## src/rtl/fp16_pkg.sv

```systemverilog
// Shared FP16 (1/5/10) constants, operand struct and accumulator FSM state type.
package fp16_pkg;

    localparam int          FP16_BIAS    = 15;
    localparam int          FP16_EXP_W   = 5;
    localparam int          FP16_FRAC_W  = 10;
    localparam logic [15:0] FP16_MAX_POS = 16'h7BFF;

    typedef struct packed {
        logic                  sign;
        logic [FP16_EXP_W-1:0]  exp;
        logic [FP16_FRAC_W-1:0] frac;
    } fp16_t;

    typedef enum logic [1:0] {
        ST_IDLE  = 2'd0,
        ST_ALIGN = 2'd1,
        ST_ADD   = 2'd2,
        ST_NORM  = 2'd3
    } fp_acc_state_e;

endpackage

```

## src/rtl/fp16_accumulator_if.sv

```systemverilog
// Product stream in / dot-product result out, shared by the multiplier side and the accumulator.
interface fp16_acc_if;
    import fp16_pkg::*;

    logic                                    in_valid;
    logic                                    in_ready;
    logic [FP16_EXP_W+FP16_FRAC_W:0]         in_data;
    logic                                    in_last;
    logic                                    out_valid;
    logic [FP16_EXP_W+FP16_FRAC_W:0]         out_data;

    modport master (output in_valid, in_data, in_last,
                    input  in_ready, out_valid, out_data);
    modport slave  (input  in_valid, in_data, in_last,
                    output in_ready, out_valid, out_data);
endinterface

```

## src/rtl/fp16_accumulator_lzc.sv

```systemverilog
// Combinational leading-zero counter over a 15-bit significand; reused by later adder stages.
module fp16_lzc (
    input  logic [14:0] i_val,
    output logic [3:0]  o_cnt,
    output logic        o_zero
);
    always_comb begin
        o_cnt  = 4'd15;
        o_zero = ~|i_val;
        // Scanning upward leaves the position of the highest set bit.
        for (int i = 0; i < 15; i++) begin
            if (i_val[i]) o_cnt = 4'(14 - i);
        end
    end
endmodule

```

## src/rtl/fp16_accumulator.sv

```systemverilog
// Sequential FP16 accumulator: IDLE -> ALIGN -> ADD -> NORM per product, truncating arithmetic.
// Optional sticky saturation flag port acc_overflow under `FP_ACC_OVF_FLAG_EN.
module fp16_accumulator
    import fp16_pkg::*;
#(
    parameter int DATA_WIDTH = 16,
    parameter int GUARD_BITS = 3
) (
    input  logic       clk,
    input  logic       reset,
    input  logic       clear,
    fp16_acc_if.slave  bus
`ifdef FP_ACC_OVF_FLAG_EN
    ,
    output logic       acc_overflow
`endif
);
    localparam int SIG_W = FP16_FRAC_W + 1 + GUARD_BITS;

    fp_acc_state_e r_state, w_next;
    logic [DATA_WIDTH-1:0] r_data, r_acc, r_out_data;
    logic r_last, r_out_valid;
    logic [SIG_W-1:0] r_big, r_small;
    logic r_sign_big, r_sign_small, r_sum_sign;
    logic [FP16_EXP_W-1:0] r_exp;
    logic [SIG_W:0] r_sum;

    fp16_t w_op, w_acc;
    logic [SIG_W-1:0] w_sig_op, w_sig_acc, w_small_sh;
    logic [FP16_EXP_W-1:0] w_diff;
    logic w_op_big;
    logic [SIG_W:0] w_sum, w_norm;
    logic w_sum_sign;
    logic [3:0] w_lz;
    logic w_zero, w_flush, w_sat;
    logic signed [6:0] w_exp_n;
    logic [FP16_FRAC_W-1:0] w_frac;
    logic [DATA_WIDTH-1:0] w_res;

    always_ff @(posedge clk or posedge reset) begin
        if (reset) r_state <= ST_IDLE;
        else       r_state <= w_next;
    end

    always_comb begin
        w_next = r_state;
        case (r_state)
            ST_IDLE:  if (bus.in_valid) w_next = ST_ALIGN;
            ST_ALIGN: w_next = ST_ADD;
            ST_ADD:   w_next = ST_NORM;
            ST_NORM:  w_next = ST_IDLE;
            default:  w_next = ST_IDLE;
        endcase
        if (clear) w_next = ST_IDLE;
    end

    always_comb begin
        bus.in_ready  = (r_state == ST_IDLE);
        bus.out_valid = r_out_valid;
        bus.out_data  = r_out_data;
    end

    assign w_op      = r_data;
    assign w_acc     = r_acc;
    assign w_sig_op  = {|w_op.exp,  w_op.frac,  {GUARD_BITS{1'b0}}};
    assign w_sig_acc = {|w_acc.exp, w_acc.frac, {GUARD_BITS{1'b0}}};
    assign w_op_big  = (w_op.exp >= w_acc.exp);
    assign w_diff    = w_op_big ? (w_op.exp - w_acc.exp) : (w_acc.exp - w_op.exp);
    assign w_small_sh = (w_diff >= 5'(SIG_W)) ? '0
                      : ((w_op_big ? w_sig_acc : w_sig_op) >> w_diff);

    always_comb begin
        w_sum_sign = r_sign_big;
        if (r_sign_big == r_sign_small) begin
            w_sum = {1'b0, r_big} + {1'b0, r_small};
        end else if (r_big >= r_small) begin
            w_sum = {1'b0, r_big} - {1'b0, r_small};
        end else begin
            w_sum      = {1'b0, r_small} - {1'b0, r_big};
            w_sum_sign = r_sign_small;
        end
    end

    fp16_lzc u_lzc (.i_val(r_sum), .o_cnt(w_lz), .o_zero(w_zero));

    // Leading one belongs at bit SIG_W-1; one leading zero is the carry slot.
    always_comb begin
        w_norm  = r_sum;
        w_exp_n = 7'({2'b00, r_exp});
        if (r_sum[SIG_W]) begin
            w_norm  = r_sum >> 1;
            w_exp_n = w_exp_n + 7'sd1;
        end else if (!w_zero) begin
            w_norm  = r_sum << (w_lz - 4'd1);
            w_exp_n = w_exp_n - 7'({3'b000, w_lz}) + 7'sd1;
        end
        w_frac  = FP16_FRAC_W'(w_norm >> GUARD_BITS);
        w_flush = w_zero || (w_exp_n <= 7'sd0);
        w_sat   = !w_flush && (w_exp_n >= 7'sd31);
        if (w_flush)    w_res = '0;
        else if (w_sat) w_res = {r_sum_sign, FP16_MAX_POS[14:0]};
        else            w_res = {r_sum_sign, w_exp_n[4:0], w_frac};
    end

    always_ff @(posedge clk or posedge reset) begin
        if (reset) begin
            r_data <= '0; r_last <= 1'b0; r_acc <= '0;
            r_out_valid <= 1'b0; r_out_data <= '0;
            r_big <= '0; r_small <= '0; r_sign_big <= 1'b0; r_sign_small <= 1'b0;
            r_exp <= '0; r_sum <= '0; r_sum_sign <= 1'b0;
        end else if (clear) begin
            r_acc <= '0; r_last <= 1'b0; r_out_valid <= 1'b0;
        end else begin
            r_out_valid <= 1'b0;
            case (r_state)
                ST_IDLE: if (bus.in_valid) begin
                    r_data <= bus.in_data;
                    r_last <= bus.in_last;
                end
                ST_ALIGN: begin
                    r_big        <= w_op_big ? w_sig_op : w_sig_acc;
                    r_small      <= w_small_sh;
                    r_sign_big   <= w_op_big ? w_op.sign : w_acc.sign;
                    r_sign_small <= w_op_big ? w_acc.sign : w_op.sign;
                    r_exp        <= w_op_big ? w_op.exp : w_acc.exp;
                end
                ST_ADD: begin
                    r_sum      <= w_sum;
                    r_sum_sign <= w_sum_sign;
                end
                ST_NORM: begin
                    r_acc <= r_last ? '0 : w_res;
                    if (r_last) begin
                        r_out_valid <= 1'b1;
                        r_out_data  <= w_res;
                    end
                end
                default: ;
            endcase
        end
    end

`ifdef FP_ACC_OVF_FLAG_EN
    logic r_ovf;
    // Held through the out_valid cycle, dropped on the edge after it.
    always_ff @(posedge clk or posedge reset) begin
        if (reset)                             r_ovf <= 1'b0;
        else if (clear || r_out_valid)         r_ovf <= 1'b0;
        else if (r_state == ST_NORM && w_sat)  r_ovf <= 1'b1;
    end
    assign acc_overflow = r_ovf;
`endif

endmodule

```

## src/flat_wrapper.sv

```systemverilog
// flat-port wrapper written by rule: the top's interface ports become plain ports
module fp16_accumulator_flat import fp16_pkg::*;
#(
    parameter int DATA_WIDTH = 16,
    parameter int GUARD_BITS = 3
)
  (clk, reset, clear, bus_in_valid, bus_in_data, bus_in_last, bus_in_ready, bus_out_valid, bus_out_data);
  fp16_acc_if bus_i ();
  input  logic clk;
  input  logic reset;
  input  logic clear;
  input wire logic [$bits(bus_i.in_valid)-1:0] bus_in_valid;
  input wire logic [$bits(bus_i.in_data)-1:0] bus_in_data;
  input wire logic [$bits(bus_i.in_last)-1:0] bus_in_last;
  output wire logic [$bits(bus_i.in_ready)-1:0] bus_in_ready;
  output wire logic [$bits(bus_i.out_valid)-1:0] bus_out_valid;
  output wire logic [$bits(bus_i.out_data)-1:0] bus_out_data;
  assign bus_i.in_valid = bus_in_valid;
  assign bus_i.in_data = bus_in_data;
  assign bus_i.in_last = bus_in_last;
  assign bus_in_ready = bus_i.in_ready;
  assign bus_out_valid = bus_i.out_valid;
  assign bus_out_data = bus_i.out_data;
  fp16_accumulator #(.DATA_WIDTH(DATA_WIDTH), .GUARD_BITS(GUARD_BITS)) u_core (.clk(clk), .reset(reset), .clear(clear), .bus(bus_i));
endmodule
```

## config.mk

```make
export PLATFORM = sky130hd
export DESIGN_NAME = fp16_accumulator_flat
export DESIGN_NICKNAME = d
export VERILOG_FILES = /design/src/rtl/fp16_pkg.sv /design/src/rtl/fp16_accumulator_if.sv /design/src/rtl/fp16_accumulator_lzc.sv /design/src/rtl/fp16_accumulator.sv /design/src/flat_wrapper.sv
export SDC_FILE = /design/constraint.sdc
export NUM_CORES = 1
export LEC_CHECK = 0
export CORE_ASPECT_RATIO = 0.9
export CORE_MARGIN = 5
export CORE_UTILIZATION = 50
export CTS_CLUSTER_DIAMETER = 120
export CTS_CLUSTER_SIZE = 8
export DETAILED_ROUTE_END_ITERATION = 16
export PLACE_DENSITY_LB_ADDON = 0.3
export SETUP_SLACK_MARGIN = 0.2
export SKIP_LAST_GASP = 1
export SLEW_MARGIN = 5
export SYNTH_ARGS = -nofsm -noshare
export SYNTH_HDL_FRONTEND = slang
export SYNTH_SLANG_ARGS = --single-unit
```

## constraint.sdc

```tcl
create_clock -name clk -period 11.74 [get_ports clk]
set_input_delay 2.348 -clock clk [delete_from_list [all_inputs] [get_ports clk]]
set_output_delay 2.348 -clock clk [all_outputs]
set_load 0.05 [all_outputs]
```

**Word level (Yosys, flattened, before mapping)**

Cells that the tools add are included.

- Reduce and logical (&&, ||, !) cells: 16
- Bitwise logic cells: 1
- Multiplexer cells: 44
- Equality and inequality tests: 5
- Order comparisons: 5
- Shift-type cells: 2
- Add/sub/neg operators: 9

Operators with widths:

| cell | number |
|---|---|
| $mux W16 | 4 |
| $mux W4 | 14 |
| $mux W15 | 3 |
| $mux W14 | 3 |
| $sub A14 B14 Y15 | 2 |
| $mux W13 | 2 |
| $add A14 B14 Y15 | 1 |
| $reduce_or A15 Y1 | 1 |
| $shl A15 B4 Y13 | 1 |
| $ge A14 B14 Y1 | 1 |
| $mux W7 | 2 |
| $shr A14 B5 Y14 | 1 |
| $mux W1 | 11 |
| $mux W5 | 2 |
| $reduce_or A5 Y1 | 2 |
| $sub A5 B5 Y5 | 2 |
| $pmux W2 S4 | 1 |
| $add A7 B1 Y7 const B | 1 |
| $ge A7 B6 Y1 const B | 1 |
| $le A7 B1 Y1 const B | 1 |
| $add A5 B1 Y6 const B | 1 |
| $reduce_and A2 Y1 | 3 |
| $reduce_and A3 Y1 | 2 |
| $reduce_bool A2 Y1 | 3 |
| other kinds (14) | 17 |

- Flip-flop bits (word level): 103
- Input port bits: 21

**Depth between registers and ports, before layout**

- Depth after elaboration: 28
- Mapped depth: 18
- Depth with buffers taken out: 15

**By module**

Synthesis repeated with hierarchy kept, for this count alone.

- Cell total of the unflattened synthesis: 963
- Area total of the unflattened synthesis: 8286.7 um2

By module, submodules not included:

| module | area an instance (um2) | seq. area each (um2) | cells an instance | instances |
|---|---|---|---|---|
| fp16_accumulator | 8102.8 | 2502.4 | 937 | 1 |
| fp16_lzc | 183.9 | 0.0 | 26 | 1 |

**Worst setup path before layout**

OpenSTA, ideal clock, no wires.

- Path kind: register -> register
- Start point: register u_core.r_sum[14]
- End point: register u_core.r_out_data[8], in the netlist u_core.bus.out_data[8]
- Cell stages (with the launch flop): 19
- Library setup time: 128 ps
- Path buffers: 4
- Data required time: 11612 ps
- Setup slack: 7733 ps
- Data arrival time: 3880 ps
- Cell sequence: dfrtp_1 -> buf_2 -> buf_4 -> a211oi_1 -> a31oi_2 -> buf_4 -> inv_1 -> ha_1 -> inv_1 -> fa_1 -> xor2_1 -> and3_1 -> xor3_1 -> a221oi_1 -> nor2_1 -> a31o_2 -> buf_2 -> a2111oi_4 -> o21ai_1

- Cells in the longest elaborated chain, start to end: 11
- Elaborated cells between the ends (all ways): 18
- Classes of those cells: add/sub (3); order compare (2); shift (1); mux (7); reduce/logical (5)

RTL lines:

| item | RTL line | RTL |
|---|---|---|
| start, declared | fp16_accumulator.sv:26 | `logic [SIG_W:0] r_sum;` |
| start signal, assigned | fp16_accumulator.sv:128 | `r_sum <= w_sum;` |
| $mux W4 | fp16_accumulator_lzc.sv:12 | `if (i_val[i]) o_cnt = 4'(14 - i);` |
| $sub A5 B4 Y6 | fp16_accumulator.sv:95 | `w_exp_n = w_exp_n - 7'({3'b000, w_lz}) + 7'sd1;` |
| $add A7 B1 Y7 | fp16_accumulator.sv:95 |  |
| $mux W7 | fp16_accumulator.sv:93 | `end else if (!w_zero) begin` |
| $mux W7 | fp16_accumulator.sv:90 | `if (r_sum[SIG_W]) begin` |
| $le A7 B1 Y1 | fp16_accumulator.sv:98 | `w_flush = w_zero \|\| (w_exp_n <= 7'sd0);` |
| $logic_or A1 B1 Y1 | fp16_accumulator.sv:98 |  |
| $logic_not A1 Y1 | fp16_accumulator.sv:99 | `w_sat = !w_flush && (w_exp_n >= 7'sd31);` |
| $logic_and A1 B1 Y1 | fp16_accumulator.sv:99 |  |
| $mux W15 | fp16_accumulator.sv:101 | `else if (w_sat) w_res = {r_sum_sign, FP16_MAX_POS[14:0]};` |
| $mux W16 * | fp16_accumulator.sv:100 | `if (w_flush) w_res = '0;` |
| end signal, assigned | fp16_accumulator.sv:135 | `r_out_data <= w_res;` |
| end, declared | fp16_accumulator.sv:21 | `logic [DATA_WIDTH-1:0] r_data, r_acc, r_out_data;` |

Every way passes the cells marked *; elsewhere a longest branch is shown, timed or not.
A chain may end at the register's enable or synchronous reset.

**Worst setup path after layout**

- Start point: register u_core.r_sum[12]
- End point: register u_core.r_out_data[1], in the netlist u_core.bus.out_data[1]

- Cells in the longest elaborated chain, start to end: 13
- Elaborated cells between the ends (all ways): 20
- Classes of those cells: add/sub (3); order compare (2); shift (1); mux (9); reduce/logical (5)

RTL lines:

| item | RTL line |
|---|---|
| $mux W4 (3 in a row) | fp16_accumulator_lzc.sv:12 |
| $sub A5 B4 Y6 | fp16_accumulator.sv:95 |
| $add A7 B1 Y7 | fp16_accumulator.sv:95 |
| $mux W7 | fp16_accumulator.sv:93 |
| $mux W7 | fp16_accumulator.sv:90 |
| $le A7 B1 Y1 | fp16_accumulator.sv:98 |
| $logic_or A1 B1 Y1 | fp16_accumulator.sv:98 |
| $logic_not A1 Y1 | fp16_accumulator.sv:99 |
| $logic_and A1 B1 Y1 | fp16_accumulator.sv:99 |
| $mux W15 | fp16_accumulator.sv:101 |
| $mux W16 * | fp16_accumulator.sv:100 |

Marks and branches as above.

==> flow_summary.json <==
{
  "worstPathBufferInverterCount": 2,
  "yosys_warnings": 0,
  "number_of_hold_buffers_added_after_cts": 0,
  "die_h_um": 131,
  "routed_wl_mm": 20.8,
  "final_max_slew_viol_count": 0,
  "status": "completed",
  "horiz_die_dim_um": 145,
  "grt_setup_unrepaired": "no",
  "netlist_instances": 913,
  "cts_tree": "built",
  "cp.arrival_ns": 4.89,
  "routedWlPerCell_um": 18.4,
  "worst-path-max-fanout": 15,
  "synth.largest_area_cell": "dfrtp_1",
  "yosysMostFrequentCell": "nand2_1",
  "worst_path_dominant_cell_family": "compound AO/OA/AOI/OAI gates",
  "grt_usage": 0.218,
  "route.vias.total": 6879,
  "timing_worst_setup_path_type": "flop to flop",
  "synth_top_area_frac": 0.306,
  "effective_utilization_at_floorplan": 0.507,
  "final.setup_skew_ns": 0.00916,
  "placement.io_buffers": 38,
  "postSynthAreaPerCell_um2": 8.96,
  "firstDrtPassIters": 5,
  "setup_viol": 0,
  "timing.final.hold_violations": 0,
  "postRouteAntennaNets": 0,
  "overflow": 0,
  "first_global_vias": 6346,
  "hold-worst-slack_ns": 0.485,
  "clock_tree.root_cell": "clkbuf_16",
  "synth-seq-area-share": 0.306,
  "multi_input_comb_area_um2": 5200,
  "setup.worst_path.start_class": "flop",
  "clock-sinks": 100,
  "post_dp_cell_area_um2": 8640,
  "pin_count": 39,
  "min_period_ns": 4.68,
  "tritoncts.num_buffers": 9,
  "grt_first_pass_wirelength_mm": 33.7,
  "worstHoldPathType": "flop to flop",
  "num_rows": 44,
  "worst_slew_pin_slew_ns": 1.09,
  "cts_setup_buffers": 0,
  "cts-resized-gates": 0,
  "hpwl_mm": 15.8,
  "maximum_clock_rate_mhz": 214,
  "synth.ff_latch_count": 100,
  "antenna_cells_inserted": 0,
  "synth_area_leaders": "dfrtp_1 31%, ha_1 8.1%, nand2_1 5.1%, mux4_2 5.0%, mux2i_1 4.5%",
  "fraction_of_final_layout_cells_sized_beyond_drive_strength_1": 0.103,
  "cp_slowest_stage_delay_ns": 0.73,
  "syn-cell-area_um2": 8180,
  "area_inside_the_core_boundary_um2": 16100,
  "avgViaCountPerCell": 6.08,
  "ranking_of_synthesized_cells_by_instance_count": "111 x nand2_1, 100 x dfrtp_1, 67 x inv_1, 64 x o21ai_0, 61 x nor2_1",
  "nets": 998,
  "drc": 0,
  "maximum_number_of_pins_on_one_net_before_global_route_repair": 80,
  "layout.cells.non_filler": 1131,
  "stdcell_area_um2": 8980,
  "max_slew_margin": 0.275,
  "postSynthNetCount": 992,
  "post_synth_num_cell_types": 80,
  "final.period_utilization": 0.399,
  "ys_async_sr_fraction": 1.00,
  "grt_antenna_before_repair": 0,
  "crit_path_end_kind": "flop",
  "cp.required_ns": 11.95,
  "layout.area.seq_um2": 2500,
  "crit_path_top_delay_cell": "a31oi_2",
  "layout.filler_cells": 1428,
  "drt_first_iter_violations": 633,
  "cp_cell_sequence": "nor2b_1, a211oi_1, a31oi_2, inv_1, ha_1, inv_1, fa_1, xor2_1, and3_1, xor3_1, a221oi_1, nor2_1, a31o_2, a211oi_1, o21ai_0",
  "cts.reportedPaths.clkPinSlew_ns": 0.06,
  "area.growth.synth_to_final_pct": 9.69,
  "synth_edf_count": 0,
  "setup-tns-final_ns": 0,
  "htree_num_levels": 3,
  "gpl.final_weighted_congestion": 0.915,
  "insertion_delay_ns": 0.35,
  "design.die.area_um2": 19000,
  "clk_path_buf_depth": 2,
  "synth_ff_type": "dfrtp_1",
  "drv_cap": 0,
  "place_inst": 1115
}
cells in the final DEF, fill, tap and decap left out, types with 9 or more instances in the layout:
| master | Yosys | routed |
|---|---|---|
| a211oi_1 | 12 | 12 |
| a21oi_1 | 45 | 45 |
| clkbuf_16 | 0 | 9 |
| clkdlybuf4s50_1 | 0 | 38 |
| dfrtp_1 | 100 | 100 |
| ha_1 | 53 | 53 |
| inv_1 | 67 | 66 |
| mux2_2 | 31 | 31 |
| mux2i_1 | 37 | 37 |
| mux4_2 | 18 | 18 |
| nand2_1 | 111 | 111 |
| nand2b_1 | 13 | 13 |
| nand3_1 | 15 | 15 |
| nor2_1 | 61 | 61 |
| nor2b_1 | 13 | 13 |
| nor3_1 | 18 | 18 |
| o211ai_1 | 9 | 9 |
| o21ai_0 | 64 | 64 |
| o21ai_1 | 13 | 13 |
| o31ai_1 | 13 | 13 |
| xnor2_1 | 9 | 9 |
layer usage:
metal	up-vias	routed length (um)	GRT usage
met5	-	0	0
met3	29	1450	0.0356
met2	245	9090	0.315
li1	3318	-	-
met4	0	388	0.0523
met1	3287	9840	0.341
layout make-up:
type,count,share of cell area
well taps,207,0.0289
flip-flops and latches,100,0.279
repair buffers,44,0.0474
clock buffers,13,0.0301
multi-input cells,697,0.579
inverters,67,0.0283
clock inverters,3,0.00753
path summary, 6_finish.rpt:
path                       slack [ns]                   start                endpoint  depth (start not counted)
max                              7.06        u_core.r_sum[12]  u_core.bus.out_data[1]                         15
min                              0.48  u_core.bus.out_data[3]  u_core.bus.out_data[3]                          2
max reg2reg                      7.06        u_core.r_sum[12]  u_core.bus.out_data[1]                         15
min reg2reg                      0.48  u_core.bus.out_data[3]  u_core.bus.out_data[3]                          2
max in group asynchronous        8.17                   reset         u_core.r_sum[6]                          3
min in group asynchronous        2.29                   reset         u_core.r_big[5]                          2
per-stage QoR:
stage          setup slack, ns  utilization
2_1_floorplan             6.77            -
3_3_place_gp              6.89        0.536
3_5_place_dp              6.78        0.536
4_1_cts                   7.17        0.556
5_1_grt                   6.74        0.556
6_report                  7.06        0.556
state kept, by name, indices dropped and copies added, names as in the netlist, 2 cells and up:
name,cells
u_core.bus.out_data,16
u_core.r_acc,16
u_core.r_data,16
u_core.r_sum,15
u_core.r_small,14
u_core.r_big,11
u_core.r_exp,5
u_core.r_state,2
worst reg2reg max path, cell delays in order, from the launching register on:
cell and delay, ns:
dfrtp_1 0.58, nor2b_1 0.27, a211oi_1 0.12, a31oi_2 0.73, inv_1 0.10, ha_1 0.22, inv_1 0.06, fa_1 0.21
xor2_1 0.23, and3_1 0.24, xor3_1 0.23, a221oi_1 0.42, nor2_1 0.08, a31o_2 0.37, a211oi_1 0.53, o21ai_0 0.16
logic make-up (layout without fill, tap and decap cells):
kind of cell	after synthesis	count (layout)	share of synthesized area
DFF	100	100	0.306
and+or+nand+nor	287	287	0.174
xor gates and xnor gates	18	18	0.0229
buffers and inverters	116	127	0.0592
adders and majority gates	58	58	0.0933
muxes	87	87	0.140
AOI/OAI and AO/OA	247	247	0.205
Power is not shown: default switching activity piles up to over one toggle a cycle in this logic, so the estimate is an artifact.
